$ cat src/rtl/rv32i_alu_exec_core.sv
// Single-cycle RV32I integer execute core: decode, 32x32 register file, ALU, write-back.
// Optional macro ALU_LUI_EN makes LUI (opcode 0110111) a legal instruction.
`timescale 1ns/1ps
module rv32i_alu_exec_core #(
   parameter int XLEN  = 32,
   parameter int NREGS = 32
) (
   input  logic            clock_i,
   input  logic            resetb_i,
   input  logic [XLEN-1:0] instruction_i,
   input  logic            write_ena_i,
   input  logic [4:0]      dbg_addr_i,
   output logic [XLEN-1:0] dbg_data_o,
   output logic [XLEN-1:0] result_o,
   output logic            illegal_o
);

   localparam logic [6:0] OPC_OP     = 7'b0110011;
   localparam logic [6:0] OPC_OP_IMM = 7'b0010011;
   localparam logic [6:0] OPC_LUI    = 7'b0110111;
   localparam logic [6:0] F7_BASE    = 7'b0000000;
   localparam logic [6:0] F7_ALT     = 7'b0100000;

   typedef enum logic [3:0] {
      ALU_ADD, ALU_SUB, ALU_SLL, ALU_SLT, ALU_SLTU,
      ALU_XOR, ALU_SRL, ALU_SRA, ALU_OR, ALU_AND, ALU_PASS_B
   } alu_op_e;

   logic [XLEN-1:0] regs_q [NREGS];
   logic [XLEN-1:0] regs_d [NREGS];

   logic [6:0]      opcode;
   logic [4:0]      rd;
   logic [2:0]      funct3;
   logic [4:0]      rs1;
   logic [4:0]      rs2;
   logic [6:0]      funct7;
   logic [XLEN-1:0] imm_i;
   logic [XLEN-1:0] rs1_val;
   logic [XLEN-1:0] rs2_val;

   alu_op_e         alu_op;
   logic [XLEN-1:0] op_b;
   logic [4:0]      shamt;
   logic            illegal;
   logic [XLEN-1:0] alu_out;
   logic            wr_en;

   assign opcode = instruction_i[6:0];
   assign rd     = instruction_i[11:7];
   assign funct3 = instruction_i[14:12];
   assign rs1    = instruction_i[19:15];
   assign rs2    = instruction_i[24:20];
   assign funct7 = instruction_i[31:25];
   assign imm_i  = {{(XLEN-12){instruction_i[31]}}, instruction_i[31:20]};

   // x0 is hardwired to zero on every read port
   assign rs1_val    = (rs1 == 5'd0) ? '0 : regs_q[rs1];
   assign rs2_val    = (rs2 == 5'd0) ? '0 : regs_q[rs2];
   assign dbg_data_o = (dbg_addr_i == 5'd0) ? '0 : regs_q[dbg_addr_i];

   always_comb begin
      alu_op  = ALU_ADD;
      op_b    = '0;
      shamt   = 5'd0;
      illegal = 1'b1;
      unique case (opcode)
         OPC_OP: begin
            op_b  = rs2_val;
            shamt = rs2_val[4:0];
            unique case (funct3)
               3'b000: begin
                  alu_op  = (funct7 == F7_ALT) ? ALU_SUB : ALU_ADD;
                  illegal = !((funct7 == F7_BASE) || (funct7 == F7_ALT));
               end
               3'b101: begin
                  alu_op  = (funct7 == F7_ALT) ? ALU_SRA : ALU_SRL;
                  illegal = !((funct7 == F7_BASE) || (funct7 == F7_ALT));
               end
               default: begin
                  illegal = (funct7 != F7_BASE);
                  unique case (funct3)
                     3'b001:  alu_op = ALU_SLL;
                     3'b010:  alu_op = ALU_SLT;
                     3'b011:  alu_op = ALU_SLTU;
                     3'b100:  alu_op = ALU_XOR;
                     3'b110:  alu_op = ALU_OR;
                     default: alu_op = ALU_AND;
                  endcase
               end
            endcase
         end
         OPC_OP_IMM: begin
            op_b    = imm_i;
            shamt   = instruction_i[24:20];
            illegal = 1'b0;
            unique case (funct3)
               3'b000: alu_op = ALU_ADD;
               3'b001: begin
                  alu_op  = ALU_SLL;
                  illegal = (funct7 != F7_BASE);
               end
               3'b010: alu_op = ALU_SLT;
               3'b011: alu_op = ALU_SLTU;
               3'b100: alu_op = ALU_XOR;
               3'b101: begin
                  alu_op  = (funct7 == F7_ALT) ? ALU_SRA : ALU_SRL;
                  illegal = !((funct7 == F7_BASE) || (funct7 == F7_ALT));
               end
               3'b110:  alu_op = ALU_OR;
               default: alu_op = ALU_AND;
            endcase
         end
`ifdef ALU_LUI_EN
         OPC_LUI: begin
            alu_op  = ALU_PASS_B;
            op_b    = {instruction_i[31:12], 12'h000};
            illegal = 1'b0;
         end
`else
         OPC_LUI: begin
            illegal = 1'b1;
         end
`endif
         default: begin
            illegal = 1'b1;
         end
      endcase
   end

   always_comb begin
      alu_out = '0;
      unique case (alu_op)
         ALU_ADD:    alu_out = rs1_val + op_b;
         ALU_SUB:    alu_out = rs1_val - op_b;
         ALU_SLL:    alu_out = rs1_val << shamt;
         ALU_SLT:    alu_out = {{(XLEN-1){1'b0}}, ($signed(rs1_val) < $signed(op_b))};
         ALU_SLTU:   alu_out = {{(XLEN-1){1'b0}}, (rs1_val < op_b)};
         ALU_XOR:    alu_out = rs1_val ^ op_b;
         ALU_SRL:    alu_out = rs1_val >> shamt;
         ALU_SRA:    alu_out = $unsigned($signed(rs1_val) >>> shamt);
         ALU_OR:     alu_out = rs1_val | op_b;
         ALU_AND:    alu_out = rs1_val & op_b;
         ALU_PASS_B: alu_out = op_b;
         default:    alu_out = '0;
      endcase
   end

   assign illegal_o = illegal;
   assign result_o  = illegal ? '0 : alu_out;

   // An X/Z write enable falls into the no-write branch
   always_comb begin
      wr_en = 1'b0;
      if (write_ena_i == 1'b1) begin
         wr_en = !illegal && (rd != 5'd0);
      end
   end

   always_comb begin
      regs_d = regs_q;
      if (wr_en) begin
         regs_d[rd] = result_o;
      end
   end

   always_ff @(posedge clock_i or negedge resetb_i) begin
      if (!resetb_i) begin
         for (int i = 0; i < NREGS; i++) begin
            regs_q[i] <= '0;
         end
      end else begin
         regs_q <= regs_d;
      end
   end

endmodule

$ cat config.mk
export PLATFORM = sky130hd
export DESIGN_NAME = rv32i_alu_exec_core
export DESIGN_NICKNAME = d
export VERILOG_FILES = /design/src/rtl/rv32i_alu_exec_core.sv
export SDC_FILE = /design/constraint.sdc
export NUM_CORES = 2
export LEC_CHECK = 0
export CORE_MARGIN = 3
export CORE_UTILIZATION = 45
export DETAILED_ROUTE_END_ITERATION = 8
export RECOVER_POWER = 50
export SETUP_SLACK_MARGIN = 0.4
export SLEW_MARGIN = 20
export SYNTH_ARGS = -nofsm -noshare
export SYNTH_HDL_FRONTEND = slang
export SYNTH_SLANG_ARGS = --single-unit
$ cat constraint.sdc
create_clock -name clock_i -period 10.4 [get_ports clock_i]
set_clock_uncertainty 0.2 [all_clocks]
set_input_delay 2.08 -clock clock_i [delete_from_list [all_inputs] [get_ports clock_i]]
set_output_delay 2.08 -clock clock_i [all_outputs]
set_load 0.02 [all_outputs]
==> results.py <==
metrics = {
    "worst_setup_path": {
        "endpoint_kind": "output pin",
        "cpMostUsedCell": "buf_4",
        "crit_path_start_kind": "primary input",
        "crit_type": "in -> out",
        "cp_top_family": "simple AND/OR/NAND/NOR gates",
        "crit_buf_inv": 9,
        "slowest_delay_ps": 570,
        "crit_arrival_ps": 7660,
        "cp_data_required_time_ps": 8120,
        "critPathSlowestCell": "mux4_2",
        "worstPathMaxFanout": 10,
    },
    "sta": {
        "setup_viol": 0,
        "tightestPinTransition_ps": 4690,
        "drv_slew": 434,
        "finalSetupTns_ps": 0,
        "rsz0062_at_grt": "yes",
        "fmax_mhz": 101,
        "fin_crit_ps": 9940,
        "period_share_pct": 95.6,
        "slew_headroom_pct": -212,
        "final-hold-violation-count": 0,
    },
    "synth": {
        "synth.avg_cell_area_um2": 10.5,
        "ys.flop_type": "dfrtp_1",
        "synth_cells": 6852,
        "synthArstFlopShare_pct": 100,
        "ys_seq_area_share_pct": 35.7,
        "synthesis.area_um2": 71700,
        "synth_top_area_share_pct": 35.7,
        "synth.net_count": 6994,
        "yosysUniqueCellTypes": 99,
        "yosys.area.top_type": "dfrtp_1",
        "yosys_register_bits": 1024,
        "synthTopCellsByCount": "dfrtp_1, nand2_1, mux4_2",
        "synth_edf_count": 0,
        "synthTopCellsByArea": "dfrtp_1, mux4_2, o21ai_0",
        "yosysWarnings": 0,
        "yosysMostFrequentCell": "dfrtp_1",
    },
    "worst_hold_path": {
        "hp-class": "reg -> reg",
    },
    "pwr": {
        "total_leakage_power_nw": 35.3,
        "vdd_drop_max_v": 0.000159,
        "powerDensity_nw_per_um2": 118,
        "power_mw": 9.93,
    },
    "die": {
        "num_rows": 145,
        "ios": 105,
        "core_area_um2": 157000,
        "design.die.area_um2": 164000,
        "start_util_pct": 45.6,
        "die_x_um": 405,
        "dieHeight_um": 405,
    },
    "clock_tree": {
        "cts_num_sinks": 1024,
        "hold_buffers": 0,
        "cts_tree": "yes",
        "clkSlewWorstSetupHoldPaths_ps": 60,
        "clk_latency_ps": 780,
        "root_buffer": "clkbuf_16",
        "cts-htree-levels": 3,
        "cts.path.max_buffers": 3,
        "cts_made_buffers": 112,
    },
    "global_routing": {
        "grt_pass1_vias": 63000,
        "overflow": 0,
        "grt_max_degree": 172,
        "antenna_found_initial": 18,
        "grt_pass1_wl_um": 475000,
        "grtUsageTotal_pct": 40.5,
    },
    "route": {
        "vias": 65000,
        "routed_wl_um": 335000,
        "first_iter_violations": 8718,
        "vias_per_cell": 7.01,
        "post_drt_wl_per_cell_um": 36.1,
        "final_antenna_net_count": 0,
        "drc": 0,
        "dr.pass1.iters": 8,
    },
    "layout": {
        "syn2layout_area_growth_pct": 16.9,
        "num-nets-final": 7268,
        "reg_top3": "regs_q x1024",
        "largest_reg_flops": 1024,
        "design_area_um2": 83800,
        "layout-drive-gt1-share_pct": 28.8,
        "regMostFlops": "regs_q",
        "final_util_pct": 53.3,
    },
    "status": {
        "status": "finished, violations left",
        "violations": "capacitance limit, slew limit",
    },
    "placed_design": {
        "placed_cell_area_um2": 79000,
        "io_buffers": 104,
        "gp_congestion": 1.03,
        "dp_hpwl_um": 234000,
    },
    "run": {
        "maxCapViolCount": 5,
    },
}
[cell type report]
type / instances / area [um2]
Antenna cell: 7 / 17.5
Clock buffer: 161 / 3290
Clock inverter: 46 / 716
Fill cell: 13800 / 73500
Inverter: 101 / 379
Multi-Input combinational cell: 4997 / 43400
Sequential cell: 1024 / 25600
Tap cell: 2058 / 2570
Timing Repair Buffer: 890 / 7840
[timing repair]
| action | CTS | global route |
|---|---|---|
| setup buffers | 12 | 7 |
| resized for setup | 76 | 71 |
| gates cloned | 5 | 2 |
| pin swaps | 12 | 24 |
| endpoints found under the setup margin | 21 | 27 |
[path summary, 6_finish.rpt]
path / from / end / slack [ps] / depth (start not counted)
min in group asynchronous: resetb_i / regs_q[509]$_DFFE_PN0P_ / 2810 / 1
worst max-delay path: instruction_i[20] / result_o[27] / 460 / 25
worst max register to register: regs_q[1004]$_DFFE_PN0P_ / regs_q[187]$_DFFE_PN0P_ / 3830 / 24
worst min register to register: regs_q[1013]$_DFFE_PN0P_ / regs_q[1013]$_DFFE_PN0P_ / 210 / 0
max in group asynchronous: resetb_i / regs_q[710]$_DFFE_PN0P_ / 1670 / 3
worst min-delay path: regs_q[1013]$_DFFE_PN0P_ / regs_q[1013]$_DFFE_PN0P_ / 210 / 0
[stage by stage]
step                std cells  setup slack (ps)  hold slack [ps]
finish                   9284               462              209
global route             9277               311              218
CTS                      9268               320              203
detailed placement       9044              -591              189
global placement         9043              -482              177
floorplan                6852               400              241
[worst reg2reg max path, delay by kind of cell, from the launching register on]
kind,cells,cell delay (ps)
flops,1,410
compound gates,5,1150
simple gates,6,1460
fa+ha+maj,1,240
mux,4,1440
buf+inv,8,1520
[cells by family (layout without fill, tap and decap cells)]
logic type	Yosys count	after routing	share of synthesized area (%)
AO/OA/AOI/OAI	1865	1865	16.3
AND/OR/NAND/NOR	1862	1862	11.1
multiplexers	1150	1150	29.8
flip-flops	1024	1024	35.7
buffers and inverters	831	1198	5.10
adder cells (fa/ha/maj)	102	102	1.80
XOR/XNOR	18	18	0.220
other	0	7	0
[power breakdown]
group	switching, mW	internal (mW)
clock	1.82	2.53
combinational	1.02	0.549
sequential	0.0125	4.00
[per-layer routing]
layer  up-vias  share of wire (%)  track usage (%)
met1     33000                 37             53.5
met4        14                7.1             23.7
met5         -              0.027                0
li1      26500                  -                -
met2      4545                 44             60.2
met3       987                 12             10.9
[layout by cell type, fill, tap and decap left out, types with 42 or more instances in the layout]
cell type / n
ha_1: 100
o21ai_0: 610
nand2_1: 790
inv_1: 91
buf_12: 50
o22ai_1: 48
nor2_1: 582
nand3_1: 117
nor3_1: 53
mux4_2: 780
a31oi_1: 67
a21oi_2: 42
a22oi_1: 156
or3_1: 47
clkbuf_16: 115
mux2_2: 73
a21oi_1: 409
clkdlybuf4s50_1: 65
buf_4: 718
o31ai_1: 45
mux2i_1: 292
dfrtp_1: 1024
o21ai_1: 68
(Power assumes the default switching activity.)
